[src/rtl/rgf_pkg.sv]
// Shared defaults, address-width derivation and word/address types for the
// multi-port register file.
package rgf_pkg;
    localparam int XLEN_DEF  = 32;
    localparam int NREGS_DEF = 32;

    function automatic int rgf_aw(input int nregs);
        return (nregs <= 2) ? 1 : $clog2(nregs);
    endfunction

    typedef logic [rgf_aw(NREGS_DEF)-1:0] rgf_addr_t;
    typedef logic [XLEN_DEF-1:0]          rgf_word_t;
endpackage

[src/rtl/rgf_scoreboard.sv]
// Per-register pending flags for RAW detection; optional same-cycle clear
// forwarding when RGF_BYPASS_EN is defined.
module rgf_scoreboard import rgf_pkg::*; #(
    parameter int NREGS = NREGS_DEF,
    parameter int NRD   = 2,
    parameter int NWR   = 2
) (
    input  logic                                clk,
    input  logic                                rst,
    input  logic [NRD-1:0][rgf_aw(NREGS)-1:0]   rn,
    output logic [NRD-1:0]                      pend,
    input  logic                                iss_v,
    input  logic [rgf_aw(NREGS)-1:0]            iss_rd,
    input  logic [NWR-1:0]                      we,
    input  logic [NWR-1:0][rgf_aw(NREGS)-1:0]   wn,
    input  logic [NWR-1:0]                      wclr
);
    logic [NREGS-1:0] pend_q, pend_d;

    // Clears first, then the set, so a new producer supersedes a retiring one.
    always_comb begin
        pend_d = pend_q;
        for (int j = 0; j < NWR; j++) begin
            if (we[j] && wclr[j] && wn[j] != '0) pend_d[wn[j]] = 1'b0;
        end
        if (iss_v && iss_rd != '0) pend_d[iss_rd] = 1'b1;
        pend_d[0] = 1'b0;
    end

    always_ff @(posedge clk or posedge rst) begin
        if (rst) pend_q <= '0;
        else     pend_q <= pend_d;
    end

    always_comb begin
        pend = '0;
        for (int i = 0; i < NRD; i++) begin
            pend[i] = (rn[i] != '0) && pend_q[rn[i]];
`ifdef RGF_BYPASS_EN
            begin
                logic byp_clr;
                byp_clr = 1'b0;
                for (int j = 0; j < NWR; j++) begin
                    if (we[j] && wn[j] == rn[i]) byp_clr = wclr[j];
                end
                if (byp_clr && !(iss_v && iss_rd == rn[i])) pend[i] = 1'b0;
            end
`endif
        end
    end
endmodule

[src/rtl/rgf_mp.sv]
// Multi-port integer register file: NRD combinational reads, NWR prioritised
// writes, x0 hardwired to zero. RGF_BYPASS_EN enables write-to-read forwarding.
module rgf_mp import rgf_pkg::*; #(
    parameter int XLEN  = XLEN_DEF,
    parameter int NREGS = NREGS_DEF,
    parameter int NRD   = 2,
    parameter int NWR   = 2
) (
    input  logic                                clk,
    input  logic                                rst,
    input  logic [NRD-1:0][rgf_aw(NREGS)-1:0]   rn,
    output logic [NRD-1:0][XLEN-1:0]            val,
    output logic [NRD-1:0]                      pend,
    input  logic                                iss_v,
    input  logic [rgf_aw(NREGS)-1:0]            iss_rd,
    input  logic [NWR-1:0]                      we,
    input  logic [NWR-1:0][rgf_aw(NREGS)-1:0]   wn,
    input  logic [NWR-1:0][XLEN-1:0]            data,
    input  logic [NWR-1:0]                      wclr
);
    logic [NREGS-1:0][XLEN-1:0] regs_q, regs_d;

    // Ascending port order: the highest-index writer to a register lands last.
    always_comb begin
        regs_d = regs_q;
        for (int j = 0; j < NWR; j++) begin
            if (we[j] && wn[j] != '0) regs_d[wn[j]] = data[j];
        end
        regs_d[0] = '0;
    end

    always_ff @(posedge clk or posedge rst) begin
        if (rst) regs_q <= '0;
        else     regs_q <= regs_d;
    end

    always_comb begin
        val = '0;
        for (int i = 0; i < NRD; i++) begin
            if (!rst && rn[i] != '0) begin
                val[i] = regs_q[rn[i]];
`ifdef RGF_BYPASS_EN
                for (int j = 0; j < NWR; j++) begin
                    if (we[j] && wn[j] == rn[i]) val[i] = data[j];
                end
`endif
            end
        end
    end

    rgf_scoreboard #(
        .NREGS (NREGS),
        .NRD   (NRD),
        .NWR   (NWR)
    ) u_sb (
        .clk    (clk),
        .rst    (rst),
        .rn     (rn),
        .pend   (pend),
        .iss_v  (iss_v),
        .iss_rd (iss_rd),
        .we     (we),
        .wn     (wn),
        .wclr   (wclr)
    );
endmodule

[config.mk]
export PLATFORM = sky130hd
export DESIGN_NAME = rgf_mp
export DESIGN_NICKNAME = d
export VERILOG_FILES = /design/src/rtl/rgf_pkg.sv /design/src/rtl/rgf_scoreboard.sv /design/src/rtl/rgf_mp.sv
export SDC_FILE = /design/constraint.sdc
export NUM_CORES = 2
export LEC_CHECK = 0
export BUFFER_PORTS_ARGS = -buffer_cell sky130_fd_sc_hd__buf_2
export CAP_MARGIN = 20
export CORE_UTILIZATION = 57
export CTS_BUF_LIST = sky130_fd_sc_hd__clkbuf_16
export DETAILED_ROUTE_END_ITERATION = 12
export GPL_ROUTABILITY_DRIVEN = 0
export PLACE_DENSITY_LB_ADDON = 0.1
export REMOVE_ABC_BUFFERS = 1
export SKIP_CTS_REPAIR_TIMING = 1
export SLEW_MARGIN = 40
export SYNTH_ARGS = -nofsm -noshare
export SYNTH_HDL_FRONTEND = slang
export SYNTH_SLANG_ARGS = --single-unit
[constraint.sdc]
create_clock -name clk -period 98.2 [get_ports clk]
set_input_delay 19.64 -clock clk [delete_from_list [all_inputs] [get_ports clk]]
set_output_delay 19.64 -clock clk [all_outputs]
set_load 0.02 [all_outputs]
# Word level (Yosys, flattened, before mapping)
# Index checks and enable logic that the tools add are counted.
[word_totals]
reg_bits = 1023
latch_bits = 0
mem_bits_rw = 0
mem_bits_ro = 0
in_bits = 96
out_inout_bits = 66
n_memories = 0
[op_classes]
n_addsub = 0
mul = 0
div_mod_pow = 0
order_cmp = 8
n_eq_ne = 0
n_shift = 0
mux = 27
bitwise = 5
reduce_logical = 20
[ops]
columns = ["operator", "count"]
rows = [
  ["$bwmux W1024", 2],
  ["$mux W1024", 2],
  ["$bmux W32 S5", 2],
  ["$demux W32 S5", 2],
  ["$mux W32", 9],
  ["$and A32 B32 Y32", 2],
  ["$not A32 Y32", 2],
  ["$or A32 B32 Y32", 1],
  ["$lt A5 B6 Y1 const B", 5],
  ["$reduce_bool A5 Y1", 5],
  ["$demux W1 S5", 3],
  ["$ge A5 B1 Y1 const B", 3],
  ["$logic_and A1 B1 Y1", 14],
  ["$bmux W1 S5", 2],
  ["$mux W1", 5],
  ["$logic_not A1 Y1", 1],
]

# Longest topological paths before layout
[logic_depth]
ltp_word = 11
mapped_depth = 9

# By module
# A second synthesis with hierarchy kept.
[hier_totals]
cells_unflattened = 6394
area_unflattened_um2 = 65078.7
[modules_own_cells]
columns = ["module", "n_inst", "cells_per_inst", "area_per_inst_um2"]
rows = [
  ["rgf_mp", 1, 6145, 62816.5],
  ["rgf_scoreboard", 1, 249, 2262.2],
]

# Least setup slack after synthesis
# OpenSTA, ideal clock, no wires.
[synth_path]
path_kind = "input to output"
start = "input port rst"
end = "output port val[31] in the netlist's numbering"
arrival_ps = 45300
t_required_ps = 78560
slack_ps = 33260
stages = 3
path_cell_list = "inv_1 -> o21ai_1 -> a2111oi_0"
[synth_lines]
columns = ["element", "line_no", "text"]
rows = [
  ["from (decl)", "rgf_mp.sv:10", "input logic rst,"],
  ["to (decl)", "rgf_mp.sv:12", "output logic [NRD-1:0][XLEN-1:0] val,"],
]

==> results_dict.tcl <==
set metrics [dict create \
    slew_violations 0 \
    status "complete, no violations" \
    cp.required_ns 78.56 \
    power_switching_uw 454.3 \
    post-route-period-util_pct 43.92 \
    io_buffer_count 161 \
    area_growth_pct 8.925 \
    pwr-share-clk_pct 31.4 \
    die_w_um 338.8 \
    ios 162 \
    remaining_drc_errors 0 \
    pwr-share-comb_pct 23.9 \
    cts_sinks 1023 \
    final_cell_mix "mux2i_1, dfrtp_1, nand2_1" \
    antenna_found_initial 9 \
    cp_max_fo 51 \
    synth_area_leaders "dfrtp_1, mux2i_1, mux4_2" \
    ant_nets 0 \
    yosysTopAreaCell "dfrtp_1" \
    ys_ff_latch 1023 \
    die_h_um 338.8 \
    slew-limit-headroom_pct 35.73 \
    fin_skew_ns 0 \
    dr.first_iter.drc_count 7416 \
    wire_per_inst_um 33.20 \
    ys_async_sr_fraction_pct 100.0 \
    whs_endpoint "u_sb.pend_q[8]" \
    power_uw 1407 \
    fmax_mhz 23.19 \
    crit_path_frequent_cell "buf_4" \
    start_util_pct 57.46 \
    fp-row-count 123 \
    fin_hold_ws_ns 0.5358 \
    grt_max_degree 153 \
    worstSetupPathType "input pin to output port" \
    rsz0062_at_grt "no" \
    r2r-end "regs_q[87]" \
    switching_share_pct 32.29 \
    p_leak_uw 0.02825 \
    viasPerCell 7.138 \
    drtPass1Iterations 8 \
    cp.arrival_ns 23.49 \
    coreArea_um2 112500 \
    finalHoldViolations 0 \
    worstSetupEndpointType "output port" \
    grt_first_pass_wirelength_um 369900 \
    setup_viol 0 \
    first_global_vias 52950 \
    seqPwrFrac_pct 44.7 \
    dpl_cell_area_um2 66470 \
    cp_cell_sequence "buf_6 -> buf_4 -> buf_4 -> or4_1 -> o21ai_4 -> buf_4 -> a221oi_1 -> buf_2" \
    nets 6150 \
    synth.top_cell.area_share_pct 39.60 \
    path_depth 8 \
    htreeDepth 3 \
    final_area_um2 70410 \
    startpoint "rn[2]" \
    hp-start "u_sb.pend_q[8]" \
    syn_inst 6380 \
    die_area_um2 114800 \
    crit_family "buffers and inverters" \
    grt_usage_pct 43.73 \
    power_density_nw_per_um2 19.98 \
    cp-start-kind "input pin" \
    avgSynthCellArea_um2 10.13 \
    ys_seq_area_share_pct 39.60 \
    dpl.hpwl_um 140500 \
    gr-total-overflow 0 \
    final_common_cell "mux2i_1" \
    rr_worst_depth 2 \
    cts_buffers 116 \
    whs_path_depth 1 \
    vias 54660 \
    tns_ns 0 \
    critical_path_buf_inv_count 5 \
    period_needed_ns 43.13 \
    clockBufferDepth 3 \
    clkLatencyLatePin_ns 0.74 \
    timing.rr.start "regs_q[87]" \
    peakVddDrop_mv 0.01543 \
    intPower_uw 952.5 \
    synth_edf_count 0 \
    yosys.cell_types.count 59 \
    yosysWarnings 0 \
    cts_tree "yes" \
    wl_um 254300 \
    critPathSlowestCell "a221oi_1" \
    rrSetupSlack_ns 97.34 \
    critPathMaxStageDelay_ns 0.76 \
    worst_slew_pin_slew_ns 0.9640 \
    synthFlopType "dfrtp_1" \
    drive_above_1_share_pct 15.63 \
    syn-cell-area_um2 64640 \
    hp-class "flip-flop to flip-flop" \
    maxCapViolations 0 \
    ctsRootBufferMaster "clkbuf_16" \
    cts.clk_slew.worst_paths_ns 0.06 \
]
==> area by class of cell <==
type | instances | area [µm²]
clock inverters | 97 | 772.0
clock buffers | 120 | 3003
multi-input cells | 4585 | 36340
inverters | 5 | 28.78
repair buffers | 323 | 2773
flip-flops and latches | 1023 | 25600
fillers | 9183 | 42090
well taps | 1500 | 1877
diodes | 5 | 12.51
==> power by group through the flow <==
stage	clock network, µW	logic, µW	registers (µW)
after detailed placement	0	329	627
final	442	336	629
after floorplan	0	238	598
after global routing	460	364	638
after global placement	0	316	625
after CTS	443	329	622
==> worst max path at each step <==
stage,slack [ns],to
global route,54.99,val[50]
global placement,55.16,val[10]
detailed placement,55.19,val[50]
floorplan,25.41,val[31]
CTS,55.18,val[50]
finish,55.07,val[8]
==> routing by layer <==
layer,GRT usage (%),part of all wire [%],vias up
li1,-,-,22710
met1,58.66,38,27130
met2,64.46,44,3919
met3,12.48,12,892
met4,22.96,6.1,8
met5,0.2083,0.027,-
==> logic make-up (layout without fill, tap and decap cells) <==
logic type | Yosys count | after routing | synth area share (%)
muxes | 1753 | 1753 | 32.68
AOI/OAI and AO/OA | 1527 | 1527 | 14.11
and+or+nand+nor | 1305 | 1305 | 8.393
DFF | 1023 | 1023 | 39.60
buffers and inverters | 772 | 545 | 5.213
other | 0 | 5 | 0
==> metrics by stage <==
step | cells | utilization (%) | worst slack, ns
2_1_floorplan | 5613 | - | 25.41
3_3_place_gp | 7389 | 58.24 | 55.16
3_5_place_dp | 7430 | 59.08 | 55.19
4_1_cts | 7647 | 62.44 | 55.18
5_1_grt | 7654 | 62.58 | 54.99
6_report | 7658 | 62.59 | 55.07
==> registers in the layout, indices dropped and copies added (netlist names) <==
register and cells:
regs_q 992, u_sb.pend_q 31
==> synth_stat cells, types with 3 or more instances <==
library cell     n
a2111oi_1        4
a211oi_1        34
a21oi_1        344
a221o_1         64
a221oi_1       127
a22o_1          22
a22oi_1         46
a31oi_1         31
a32o_1          10
a32oi_1          5
and2_1           4
and3b_1          3
and4b_1          3
buf_1           16
buf_2          173
buf_4           55
buf_6            6
clkbuf_1       516
dfrtp_1       1023
inv_1            5
mux2_2         101
mux2i_1       1376
mux4_2         276
nand2_1        798
nand2b_1        39
nand3_1         44
nand3b_1         6
nand4bb_1        3
nor2_1         307
nor2_2           9
nor2b_1         37
nor3_1           6
nor3b_2          3
nor4_1          26
o21ai_0        536
o21ai_1        232
o221ai_1        57
o22ai_1          6
or3b_1           3
No activity file was read; power rests on OpenSTA's default activity.
